==> src/rtl/aes_uart_pkg.sv <==
// Shared frame definitions for the UART AES command protocol. The initiator
// and the target-side command logic both import this package so the two ends
// agree on frame lengths and the initiator's state encoding.
package aes_uart_pkg;

   // Initiator FSM states.
   typedef enum logic [2:0] {
      ST_IDLE,
      ST_TX_STROBE,
      ST_TX_HOLD,
      ST_TX_WAIT,
      ST_TX_GAP,
      ST_RX,
      ST_FINISH
   } state_e;

   // Frame layout: 16-byte request; 18-byte response made of 2 pad bytes
   // followed by 16 ciphertext bytes, MSB first.
   localparam int REQ_BYTES      = 16;
   localparam int RESP_BYTES     = 18;
   localparam int RESP_PAD_BYTES = 2;

   // One counter serves both directions, so it must reach RESP_BYTES.
   localparam int BYTE_CNT_W = 5;
   typedef logic [BYTE_CNT_W-1:0] byte_cnt_t;

endpackage

==> src/rtl/cycle_timer.sv <==
// Loadable down-counter with a zero flag. Counts down once per clock and
// saturates at 0; a load takes priority over counting.
// Ports:
//   clk, rst     clock and synchronous active-high reset (count -> 0)
//   load         load load_value this cycle
//   load_value   value to load
//   zero         high while the count is 0
module cycle_timer #(
   parameter int WIDTH = 8
) (
   input  logic             clk,
   input  logic             rst,
   input  logic             load,
   input  logic [WIDTH-1:0] load_value,
   output logic             zero
);

   logic [WIDTH-1:0] count_q;

   // NOTE: sequential state is written with non-blocking (<=) so every
   // register samples the values from before the clock edge.
   always_ff @(posedge clk) begin
      if (rst) begin
         count_q <= '0;
      end else if (load) begin
         count_q <= load_value;
      end else if (count_q != '0) begin
         count_q <= count_q - 1'b1;
      end
   end

   assign zero = (count_q == '0);

endmodule

==> src/rtl/aes_uart_initiator.sv <==
// Host-side initiator for the UART AES command protocol. Sends a 128-bit
// plaintext as 16 bytes through an external UART transmitter, then collects
// the 18-byte response (2 pad bytes + 16 ciphertext bytes) from an external
// receiver, reporting the ciphertext or a response timeout.
// Ports:
//   clk, rst           clock and synchronous active-high reset
//   start_i            request, sampled only while ready_o is high
//   plaintext_i        plaintext, byte [127:120] sent first
//   ready_o            high in IDLE only
//   done_o             one-cycle pulse, ciphertext_o valid
//   timeout_o          one-cycle pulse, response timed out
//   ciphertext_o       last good result, held until the next done_o
//   tx_start_o         byte strobe to the transmitter
//   tx_data_o          byte to send, stable between strobes
//   tx_busy_i          transmitter busy
//   rx_data_ready_i    one-cycle pulse per received byte
//   rx_data_i          received byte, valid with the pulse
module aes_uart_initiator
   import aes_uart_pkg::*;
#(
   parameter int GAP_CYCLES     = 0,
   parameter int TIMEOUT_CYCLES = 1_000_000
) (
   input  logic         clk,
   input  logic         rst,
   input  logic         start_i,
   input  logic [127:0] plaintext_i,
   output logic         ready_o,
   output logic         done_o,
   output logic         timeout_o,
   output logic [127:0] ciphertext_o,
   output logic         tx_start_o,
   output logic [7:0]   tx_data_o,
   input  logic         tx_busy_i,
   input  logic         rx_data_ready_i,
   input  logic [7:0]   rx_data_i
);

   // The timer is shared by the TX gap and the RX timeout, so it must hold
   // the larger of the two loads.
   localparam int TIMER_MAX = (GAP_CYCLES > TIMEOUT_CYCLES) ? GAP_CYCLES : TIMEOUT_CYCLES;
   localparam int TIMER_W   = $clog2(TIMER_MAX + 1);
   // The gap state exits on the cycle the timer reads zero, so loading
   // GAP_CYCLES-1 yields exactly GAP_CYCLES cycles in TX_GAP.
   localparam int GAP_LOAD  = (GAP_CYCLES > 0) ? GAP_CYCLES - 1 : 0;

   state_e           state_q, state_d;
   state_e           next_byte_state;
   byte_cnt_t        byte_cnt_q;
   logic [127:0]     shift_q;
   logic [119:0]     result_q;   // first 15 ciphertext bytes; the 16th goes straight out
   logic             rx_last;
   logic             timer_load;
   logic [TIMER_W-1:0] timer_value;
   logic             timer_zero;

   cycle_timer #(
      .WIDTH(TIMER_W)
   ) u_timer (
      .clk       (clk),
      .rst       (rst),
      .load      (timer_load),
      .load_value(timer_value),
      .zero      (timer_zero)
   );

   assign next_byte_state = (byte_cnt_q < byte_cnt_t'(REQ_BYTES)) ? ST_TX_STROBE : ST_RX;
   assign rx_last = rx_data_ready_i && (byte_cnt_q == byte_cnt_t'(RESP_BYTES - 1));

   // State register.
   always_ff @(posedge clk) begin
      if (rst) begin
         state_q <= ST_IDLE;
      end else begin
         state_q <= state_d;
      end
   end

   // Next-state logic.
   always_comb begin
      // NOTE: default assignment first, so no path leaves state_d unassigned
      // and no latch is inferred.
      state_d = state_q;
      unique case (state_q)
         ST_IDLE:      if (start_i) state_d = ST_TX_STROBE;
         ST_TX_STROBE: state_d = ST_TX_HOLD;
         // Busy lags the strobe by a cycle, so HOLD never looks at it.
         ST_TX_HOLD:   state_d = ST_TX_WAIT;
         ST_TX_WAIT: begin
            if (!tx_busy_i) state_d = (GAP_CYCLES > 0) ? ST_TX_GAP : next_byte_state;
         end
         ST_TX_GAP:    if (timer_zero) state_d = next_byte_state;
         ST_RX: begin
            // A byte arriving on the expiry cycle wins over the timeout.
            if (rx_last) state_d = ST_FINISH;
            else if (timer_zero && !rx_data_ready_i) state_d = ST_IDLE;
         end
         ST_FINISH:    state_d = ST_IDLE;
         default:      state_d = ST_IDLE;
      endcase
   end

   // Outputs and timer control.
   always_comb begin
      ready_o     = (state_q == ST_IDLE);
      tx_start_o  = (state_q == ST_TX_STROBE);
      done_o      = (state_q == ST_FINISH);
      timeout_o   = (state_q == ST_RX) && timer_zero && !rx_data_ready_i;
      timer_load  = 1'b0;
      timer_value = '0;
      if (state_q == ST_TX_WAIT && state_d == ST_TX_GAP) begin
         timer_load  = 1'b1;
         timer_value = TIMER_W'(GAP_LOAD);
      end else if ((state_q != ST_RX && state_d == ST_RX) ||
                   (state_q == ST_RX && rx_data_ready_i)) begin
         timer_load  = 1'b1;
         timer_value = TIMER_W'(TIMEOUT_CYCLES);
      end
   end

   // Control registers and visible outputs.
   always_ff @(posedge clk) begin
      if (rst) begin
         byte_cnt_q   <= '0;
         tx_data_o    <= '0;
         ciphertext_o <= '0;
      end else begin
         case (state_q)
            ST_IDLE: begin
               if (start_i) begin
                  byte_cnt_q <= '0;
                  tx_data_o  <= plaintext_i[127:120];
               end
            end
            ST_TX_HOLD: byte_cnt_q <= byte_cnt_q + 1'b1;
            ST_TX_WAIT, ST_TX_GAP: begin
               // tx_data_o only changes on entry to TX_STROBE.
               if (state_d == ST_TX_STROBE) tx_data_o <= shift_q[127:120];
               if (state_d == ST_RX) byte_cnt_q <= '0;
            end
            ST_RX: begin
               if (rx_data_ready_i) begin
                  byte_cnt_q <= byte_cnt_q + 1'b1;
                  // Loaded on the edge into FINISH so the new value is
                  // visible in the same cycle as done_o.
                  if (rx_last) ciphertext_o <= {result_q, rx_data_i};
               end
            end
            default: ;
         endcase
      end
   end

   // NOTE: the data shift registers carry no reset: each is fully loaded
   // before it is read, so a reset would only cost routing.
   always_ff @(posedge clk) begin
      if (state_q == ST_IDLE && start_i) begin
         shift_q <= plaintext_i;
      end else if (state_q == ST_TX_HOLD) begin
         shift_q <= {shift_q[119:0], 8'h00};
      end
      if (state_q == ST_RX && rx_data_ready_i &&
          byte_cnt_q >= byte_cnt_t'(RESP_PAD_BYTES)) begin
         result_q <= {result_q[111:0], rx_data_i};
      end
   end

endmodule
==> config.mk <==
export PLATFORM = sky130hd
export DESIGN_NAME = aes_uart_initiator
export DESIGN_NICKNAME = d
export VERILOG_FILES = /design/src/rtl/aes_uart_pkg.sv /design/src/rtl/cycle_timer.sv /design/src/rtl/aes_uart_initiator.sv
export SDC_FILE = /design/constraint.sdc
export NUM_CORES = 1
export LEC_CHECK = 0
export CAP_MARGIN = 20
export CELL_PAD_IN_SITES_DETAIL_PLACEMENT = 0
export CELL_PAD_IN_SITES_GLOBAL_PLACEMENT = 1
export CORE_MARGIN = 4
export CORE_UTILIZATION = 47
export CTS_BUF_LIST = sky130_fd_sc_hd__clkbuf_8
export CTS_CLUSTER_DIAMETER = 100
export DETAILED_ROUTE_END_ITERATION = 7
export GPL_TIMING_DRIVEN = 0
export PLACE_DENSITY = 0.91
export SYNTH_ARGS = -nofsm -noshare
export SYNTH_HDL_FRONTEND = slang
export SYNTH_SLANG_ARGS = --single-unit
==> constraint.sdc <==
create_clock -name clk -period 12.4 [get_ports clk]
set_clock_uncertainty 0.1 [all_clocks]
set_input_delay 1.24 -clock clk [delete_from_list [all_inputs] [get_ports clk]]
set_output_delay 1.24 -clock clk [all_outputs]
set_load 0.01 [all_outputs]
==> flow_metrics.py, run 1 <==
metrics = {
    "worst_setup_path": {
        "crit_chain": "inv_1 > ha_1 > nor4b_1 > and4b_1 > clkbuf_1 > nand2_1 > nor3_1 > clkdlybuf4s50_1",
        "path_class": "reg2out",
        "slowest_stage": "clkdlybuf4s50_1",
        "required_ns": 11.06,
        "critPathTopFamily": "simple AND/OR/NAND/NOR gates",
        "cp-end-kind": "output pin",
        "cpPeakStageDelay_ns": 0.61,
        "crit_arrival_ns": 3.46,
        "critical_path_buf_inv_count": 3,
        "worst_setup_path_start_kind": "flop",
        "critPathMaxFanout": 8,
    },
    "sta": {
        "slew_viol_final": 0,
        "setup_violations": 0,
        "period_minus_slack_ns": 4.80,
        "period_share_pct": 38.7,
        "tns_ns": 0,
        "finalHoldViolCount": 0,
        "worst_slew_pin_slew_ns": 0.794,
        "max_slew_margin_pct": 46.9,
        "rsz0062_at_grt": "false",
        "fmax_mhz": 208,
        "setup_ws_ns": 7.60,
    },
    "cells_and_area": {
        "antennaDiodeCount": 0,
        "fillers": 2487,
        "final_cells": 2028,
        "utilization_pct": 63.0,
        "synthToLayoutAreaGrowth_pct": 30.9,
        "nets": 1687,
        "drive_above_1_share_pct": 15.6,
    },
    "power_and_ir_drop": {
        "p_clk_share_pct": 34.5,
        "p_switching_mw": 0.814,
        "swShare_pct": 25.9,
        "p_comb_share_pct": 14.4,
        "p_per_area_mw_per_mm2": 156,
        "p_int_mw": 2.33,
        "p_leak_nw": 6.72,
        "ir_drop_mv": 0.0808,
        "p_seq_share_pct": 51.1,
    },
    "floorplan": {
        "io_pins": 281,
        "std_cell_rows": 65,
        "die_h_microns": 189,
        "die_width_microns": 189,
        "start_util_pct": 48.1,
        "core_sq_mm": 0.0319,
        "dieArea_sq_mm": 0.0356,
    },
    "worst_hold_path": {
        "hold_path_class": "reg2reg",
    },
    "yosys": {
        "yosys-top-cells-area": "edfxtp_1 (49%), dfxtp_1 (21%), mux2_2 (8.8%)",
        "synth_simple_gate_area_share_pct": 9.97,
        "ys.flop_type": "edfxtp_1",
        "async_flop_share_pct": 0,
        "ys_ff_latch": 412,
        "syn_nets": 1332,
        "synthAdderAreaFrac_pct": 0.245,
        "syn-cell-area_sq_mm": 0.0153,
        "synth_xor_area_share_pct": 0.171,
        "synth.avg_cell_area_sq_um": 12.9,
        "yosysTopAreaCellShare_pct": 48.5,
        "synth_top_family_by_area": "simple AND/OR/NAND/NOR gates",
        "synthCells": 1188,
        "yosysWarnings": 0,
        "synth_most_common_cell": "nand2_1",
        "synth_edf_count": 248,
        "synth-compound-area-share_pct": 8.07,
        "yosysTopAreaCell": "edfxtp_1",
        "muxShareOfSynthArea_pct": 9.46,
        "yosysSeqAreaShare_pct": 70.0,
        "synth_top_cells_by_count": "nand2_1 (272), edfxtp_1 (248), dfxtp_1 (164)",
        "synth_cell_types": 57,
    },
    "global_routing": {
        "grt-ovfl-total": 0,
        "grt_use_total_pct": 19.6,
        "grt_start_max_net_pins": 54,
        "grt_antenna_before_repair": 0,
        "grt_first_pass_wirelength_mm": 55.8,
        "grt_pass1_vias": 10380,
    },
    "clock_tree": {
        "ctsHoldBuffers": 0,
        "root_buffer": "clkbuf_8",
        "cts_sinks": 412,
        "htree_levels": 3,
        "cts_buffers": 67,
        "cts_tree": "done",
        "cts_resized": 0,
        "clockBufferDepth": 3,
        "clk_latency_ns": 0.59,
        "clk_pin_slew_ns": 0.06,
        "post_cts_buffers": 0,
    },
    "route": {
        "vias": 10374,
        "ant_nets": 0,
        "drtIter0Drc": 675,
        "wl_per_cell_microns": 17.8,
        "drc": 0,
        "met1_length_mm": 14.8,
        "viasPerCell": 5.12,
        "dr.pass1.iters": 5,
        "route.met3.wl_mm": 2.59,
        "dr.max_layer_used": "met4",
        "drt-total-wl_mm": 36.1,
        "routed-wl-met2_mm": 17.8,
    },
    "placement": {
        "place_ws_ns": 8.22,
        "hpwl_mm": 26.0,
        "gp_congestion": 0.830,
        "placed_cells": 1908,
        "port_buffers": 279,
    },
    "outcome": {
        "status": "complete, no violations",
    },
    "flow_run": {
        "max_cap_violations": 0,
    },
}
## layout make-up
cell class / instances / area, sq um / share of cell area [%]
buffer: 72 / 298 / 1.48
clock inverter: 45 / 218 / 1.08
timing repair buffer: 286 / 2940 / 14.7
inverter: 8 / 30.0 / 0.150
sequential: 412 / 10700 / 53.4
tap: 435 / 544 / 2.71
multi-input combinational: 696 / 4300 / 21.4
clock buffer: 74 / 1020 / 5.07
## cell usage in the layout, fill, tap and decap left out, drive strengths merged, types with 3 or more instances in the layout
master         netlist  routed
and3                 8       8
o21a                 5       5
or3                  9       9
a311oi               3       3
mux2i               10      10
clkdlybuf4s50        0     279
buf                 16      22
a41oi                9       9
a211oi               9       9
clkinv               0      17
o31ai                6       6
nor2                21      21
nand4b               3       3
mux2               120     120
edfxtp             248     248
inv                  8      34
nand3b               3       3
or4                  4       4
ha                   3       3
nor4                 6       6
o21ai               11      11
nor3                 7       7
nand3                3       3
a21oi              150     150
clkbuf              56     131
nand2              272     272
dfxtp              164     164
## sequential cells by signal, summed over array words and instances (netlist names)
signal and cells:
u_timer.count_q 20, shift_q 128, ciphertext_o 128, byte_cnt_q 5, result_q 120, state_q 3, tx_data_o 8
## cells by family (layout without fill, tap and decap cells)
| logic type | after synthesis | after routing |
|---|---|---|
| AND/OR/NAND/NOR | 355 | 355 |
| AO/OA/AOI/OAI | 205 | 205 |
| adder cells (fa/ha/maj) | 3 | 3 |
| buffers and inverters | 80 | 485 |
| XOR/XNOR | 3 | 3 |
| flip-flops | 412 | 412 |
| multiplexers | 130 | 130 |
## through the flow
stage / cell area (sq um) / total power, mW / hold WS, ns
2_1_floorplan: 15300 / 1.94 / 0.326
3_3_place_gp: 18700 / 2.06 / 0.329
3_5_place_dp: 18800 / 2.08 / 0.332
4_1_cts: 20100 / 3.17 / 0.330
5_1_grt: 20100 / 3.29 / 0.343
6_report: 20100 / 3.14 / 0.332
## layer usage
layer,track usage (%),up-vias
li1,-,5004
met1,24.6,4974
met2,32.9,324
met3,5.21,72
met4,7.15,0
met5,0,-
## power groups by stage
stage | logic (mW) | clock network, mW | registers [mW]
final | 0.452 | 1.08 | 1.61
after global routing | 0.499 | 1.18 | 1.62
after CTS | 0.450 | 1.11 | 1.61
after detailed placement | 0.448 | 0 | 1.64
after global placement | 0.425 | 0 | 1.64
after floorplan | 0.312 | 0 | 1.63
## final timing paths
path | startpoint | endpoint | slack, ns | cells after the start
min reg2reg | result_q[35]$_DFFE_PP_ | result_q[43]$_DFFE_PP_ | 0.33 | 0
max | u_timer.count_q[0]$_SDFFE_PP0P_ | timeout_o | 7.60 | 8
min | result_q[35]$_DFFE_PP_ | result_q[43]$_DFFE_PP_ | 0.33 | 0
max reg2reg | u_timer.count_q[0]$_SDFFE_PP0P_ | u_timer.count_q[3]$_SDFFE_PP0P_ | 9.44 | 9
No activity file was read; power rests on OpenSTA's default activity.
==> run 2: changes to the inputs <==
Settings changed: CORE_UTILIZATION 47 to 44, PLACE_DENSITY 0.91 to 0.86.
Clock period 12.4 ns to 4.6 ns, I/O delays scaled along.
==> flow_metrics.py, run 2 (same netlist as run 1, synthesis figures left out) <==
metrics = {
    "placement": {
        "hpwl_mm": 26.2,
        "placed_cells": 1928,
        "gp_congestion": 0.798,
        "placed_cell_area_sq_mm": 0.0189,
        "place_ws_ns": 1.22,
        "port_buffers": 279,
    },
    "sta": {
        "hold_slack_ns": 0.318,
        "period_minus_slack_ns": 4.03,
        "worst_slew_pin_slew_ns": 0.692,
        "max_slew_margin_pct": 53.9,
        "tns_ns": 0,
        "setup_violations": 0,
        "period_share_pct": 87.6,
        "setup_ws_ns": 0.570,
        "slew_viol_final": 0,
        "fmax_mhz": 248,
        "finalHoldViolCount": 0,
        "rsz0062_at_grt": "false",
    },
    "route": {
        "drt-total-wl_mm": 36.1,
        "drtIter0Drc": 618,
        "routed-wl-met2_mm": 17.9,
        "drc": 0,
        "vias": 10324,
        "dr.max_layer_used": "met4",
        "ant_nets": 0,
        "route.met3.wl_mm": 2.57,
        "wl_per_cell_microns": 17.6,
        "met1_length_mm": 14.8,
        "dr.pass1.iters": 5,
        "viasPerCell": 5.03,
    },
    "floorplan": {
        "core_sq_mm": 0.0345,
        "start_util_pct": 44.5,
        "die_width_microns": 195,
        "io_pins": 281,
        "die_h_microns": 195,
        "dieArea_sq_mm": 0.0379,
        "std_cell_rows": 68,
    },
    "clock_tree": {
        "cts_tree": "done",
        "clk_pin_slew_ns": 0.06,
        "ctsHoldBuffers": 0,
        "clockBufferDepth": 3,
        "clk_latency_ns": 0.60,
        "cts_buffers": 68,
        "cts_resized": 0,
        "htree_levels": 3,
        "post_cts_buffers": 0,
        "cts_sinks": 412,
        "root_buffer": "clkbuf_8",
    },
    "worst_hold_path": {
        "holdPathStages": 0,
        "hold_path_end": "result_q[71]$_DFFE_PP_",
        "hold_path_class": "reg2reg",
        "min_from": "result_q[63]$_DFFE_PP_",
    },
    "power_and_ir_drop": {
        "ir_drop_mv": 0.226,
        "p_per_area_mw_per_mm2": 421,
        "p_leak_nw": 6.75,
    },
    "global_routing": {
        "grt-ovfl-total": 0,
        "grt_antenna_before_repair": 1,
        "grt_pass1_vias": 10260,
        "grt_start_max_net_pins": 58,
        "grt_use_total_pct": 18.4,
        "grt_first_pass_wirelength_mm": 55.9,
    },
    "worst_setup_path": {
        "critPathTopFamily": "simple AND/OR/NAND/NOR gates",
        "worst_setup_path_start_kind": "flop",
        "r2r_cells": 9,
        "critPathMaxFanout": 8,
        "crit_arrival_ns": 3.47,
        "path_class": "reg2out",
        "slowest_stage": "clkdlybuf4s50_1",
        "regToRegSetupSlack_ns": 1.66,
        "r2r_end": "u_timer.count_q[3]$_SDFFE_PP0P_",
        "required_ns": 4.04,
        "cpPeakStageDelay_ns": 0.62,
        "crit_chain": "inv_1 > ha_1 > nor4b_1 > and4b_1 > clkbuf_1 > nand2_1 > nor3_1 > clkdlybuf4s50_1",
        "critical_path_buf_inv_count": 3,
        "cp-end-kind": "output pin",
        "r2r_start": "u_timer.count_q[0]$_SDFFE_PP0P_",
    },
    "cells_and_area": {
        "synthToLayoutAreaGrowth_pct": 31.2,
        "top_regs": "ciphertext_o (128), shift_q (128), result_q (120)",
        "final_cells": 2054,
        "drive_above_1_share_pct": 15.5,
        "final_common_cell": "clkdlybuf4s50_1",
        "final_cell_mix": "clkdlybuf4s50_1 (279), nand2_1 (272), edfxtp_1 (248)",
        "design_area_sq_mm": 0.0201,
        "nets": 1688,
    },
    "flow_run": {
        "max_cap_violations": 0,
    },
    "outcome": {
        "status": "complete, no violations",
    },
}
run 2: cell types whose count changed in the layout (fill, tap and decap cells not counted):
cell	delta
inv_8	-1
clkinvlp_4	-1
clkinv_1	-4
clkinv_2	+1
inv_1	+8
buf_12	+1
diode_2	+2
clkinv_8	+1
buf_16	-1
run 2: area by class of cell:
class                           count  area, sq um
Buffer                             72          298
Clock inverter                     49          235
Inverter                            8         30.0
Timing Repair Buffer              286         2940
Fill cell                        2790        14300
Multi-Input combinational cell    696         4300
Clock buffer                       74         1020
Tap cell                          455          569
Antenna cell                        2         5.00
Sequential cell                   412        10700
run 2: per-layer routing:
metal	track usage (%)	up-vias
li1	-	5001
met1	22.9	4968
met2	31.3	292
met3	5.27	63
met4	5.81	0
met5	0	-
run 2: report_power, final:
part	internal, mW	leakage (nW)	switching [mW]
registers	4.20	3.65	0.133
clock network	1.50	0.754	1.43
logic	0.586	2.35	0.623
run 2: metrics by stage:
stage               power, mW  util (%)
finish                   8.47      58.4
global route             8.89      58.4
CTS                      8.56      58.4
detailed placement       5.61      54.7
global placement         5.57      54.3
floorplan                5.23         -
run 2: worst max path at each step:
stage                                     from                       end  slack (ns)  depth (start not counted)
2_1_floorplan            state_q[2]$_SDFF_PP0_  shift_q[0]$_SDFFCE_PN0P_        0.40                          3
3_5_place_dp   u_timer.count_q[0]$_SDFFE_PP0P_                 timeout_o        1.22                          8
3_3_place_gp                           start_i    shift_q[125]$_DFFE_PP_       -1.52                          3
4_1_cts        u_timer.count_q[0]$_SDFFE_PP0P_                 timeout_o        0.55                          8
5_1_grt        u_timer.count_q[0]$_SDFFE_PP0P_                 timeout_o        0.37                          8
6_report       u_timer.count_q[0]$_SDFFE_PP0P_                 timeout_o        0.57                          8
run 2: worst register-to-register path: stages (launching register included):
cell and delay, ns:
dfxtp_1 0.33, inv_1 0.06, ha_1 0.18, nor4b_1 0.47
nand2_1 0.25, nor4b_1 0.42, clkbuf_1 0.35, clkbuf_1 0.41
o21ai_0 0.16, a21oi_1 0.13
==> run 3: changes to the inputs <==
Settings changed: REMOVE_ABC_BUFFERS set to 1.
==> flow_metrics.py, run 3 (same netlist as run 1, synthesis figures left out) <==
metrics = {
    "worst_setup_path": {
        "critPathMaxFanout": 8,
        "cp-end-kind": "output pin",
        "crit_arrival_ns": 3.18,
        "required_ns": 4.04,
        "r2r_start": "u_timer.count_q[0]$_SDFFE_PP0P_",
        "path_class": "reg2out",
        "crit_start": "u_timer.count_q[0]$_SDFFE_PP0P_",
        "crit_chain": "inv_1 > ha_1 > nor4b_1 > and4b_1 > nand2_1 > nor3_1 > clkdlybuf4s50_1",
        "slowest_stage": "clkdlybuf4s50_1",
        "worst_setup_path_start_kind": "flop",
        "cpPeakStageDelay_ns": 0.58,
    },
    "global_routing": {
        "busiest_layer": "met2",
        "grt_first_pass_wirelength_mm": 53.3,
        "grt_start_max_net_pins": 90,
        "grt_pass1_vias": 10094,
        "grt.met2_usage_pct": 27.5,
        "grtUsageMet3_pct": 6.92,
        "grt-ovfl-total": 0,
        "grt_antenna_before_repair": 3,
        "grt_use_met1_pct": 21.0,
        "grt_use_total_pct": 17.3,
    },
    "flow_run": {
        "max_cap_violations": 0,
    },
    "power_and_ir_drop": {
        "p_total_mw": 8.61,
        "ir_drop_mv": 0.260,
        "p_per_area_mw_per_mm2": 427,
        "p_leak_nw": 6.78,
    },
    "route": {
        "dr.pass1.iters": 5,
        "drt-total-wl_mm": 33.7,
        "ant_nets": 0,
        "drtIter0Drc": 433,
        "vias": 9996,
        "drc": 0,
        "wl_per_cell_microns": 16.9,
        "viasPerCell": 5.01,
    },
    "clock_tree": {
        "ctsHoldBuffers": 0,
        "root_buffer": "clkbuf_8",
        "htree_levels": 3,
        "clk_latency_ns": 0.60,
        "clk_pin_slew_ns": 0.06,
        "cts_sinks": 412,
        "cts_resized": 0,
        "post_cts_buffers": 0,
        "cts_buffers": 70,
        "cts_tree": "done",
        "clockBufferDepth": 3,
    },
    "sta": {
        "worst_slew_pin_slew_ns": 0.992,
        "fmax_mhz": 268,
        "setup_violations": 0,
        "finalHoldViolCount": 0,
        "max_slew_margin_pct": 33.5,
        "rsz0062_at_grt": "false",
        "hold_slack_ns": 0.210,
        "period_minus_slack_ns": 3.74,
        "slew_viol_final": 0,
        "period_share_pct": 81.3,
    },
    "cells_and_area": {
        "nets": 1627,
        "top_regs": "ciphertext_o (128), shift_q (128), result_q (120)",
        "final_cell_mix": "clkdlybuf4s50_1 (279), nand2_1 (272), edfxtp_1 (248)",
        "final_common_cell": "clkdlybuf4s50_1",
        "drive_above_1_share_pct": 16.5,
        "synthToLayoutAreaGrowth_pct": 31.5,
        "fillers": 2842,
    },
    "floorplan": {
        "std_cell_rows": 68,
        "dieArea_sq_mm": 0.0379,
        "die_h_microns": 195,
        "core_sq_mm": 0.0345,
        "io_pins": 281,
        "start_util_pct": 44.5,
        "die_width_microns": 195,
    },
    "placement": {
        "port_buffers": 280,
        "gp_congestion": 0.764,
        "hpwl_mm": 21.9,
    },
    "worst_hold_path": {
        "min_from": "rst",
        "hold_path_class": "in2reg",
    },
    "outcome": {
        "status": "complete, no violations",
    },
}
run 3: power breakdown:
part	leakage (nW)	internal, mW	switching (mW)
clock network	0.801	1.66	1.44
logic	2.33	0.581	0.586
registers	3.65	4.20	0.147
total	6.78	6.44	2.17
run 3: critical path: cells and delay by family, from the launching register on:
kind          cells  cell delay (ns)
simple gates      4             1.44
buf+inv           2             0.65
flops             1             0.34
fa+ha+maj         1             0.18
run 3: layout make-up:
| type | count | area, sq um | area share [%] |
|---|---|---|---|
| flip-flops and latches | 412 | 10700 | 53.2 |
| repair buffers | 295 | 3160 | 15.7 |
| diodes | 2 | 5.00 | 0.0248 |
| inverters | 8 | 30.0 | 0.149 |
| well taps | 455 | 569 | 2.82 |
| multi-input cells | 696 | 4320 | 21.4 |
| clock buffers | 80 | 1100 | 5.46 |
| clock inverters | 49 | 249 | 1.23 |
run 3: routing by layer:
layer  part of all wire (%)  wire length, microns
met1                     41                 13700
met4                    3.1                  1040
met2                     48                 16100
met5                  0.036                    12
met3                    8.5                  2880
run 3: final timing paths:
| path | endpoint | slack, ns | depth (start not counted) |
|---|---|---|---|
| max | timeout_o | 0.86 | 7 |
| max reg2reg | tx_data_o[6]$_SDFFE_PP0P_ | 1.31 | 7 |
| min | ciphertext_o[17]$_SDFFE_PP0P_ | 0.21 | 2 |
| min reg2reg | result_q[56]$_DFFE_PP_ | 0.34 | 0 |
run 3: stage by stage:
| step | cells | setup WS (ns) | util (%) | instance area [sq um] | setup TNS (ns) |
|---|---|---|---|---|---|
| 2_1_floorplan | 1116 | -2.72 | - | 15000 | -403.08 |
| 6_report | 1997 | 0.862 | 58.5 | 20200 | 0 |
| 3_5_place_dp | 1866 | 1.36 | 54.6 | 18800 | 0 |
| 3_3_place_gp | 1851 | -6.52 | 53.4 | 18400 | -1813.32 |
| 4_1_cts | 1995 | 0.819 | 58.5 | 20200 | 0 |
| 5_1_grt | 1996 | 0.632 | 58.5 | 20200 | 0 |
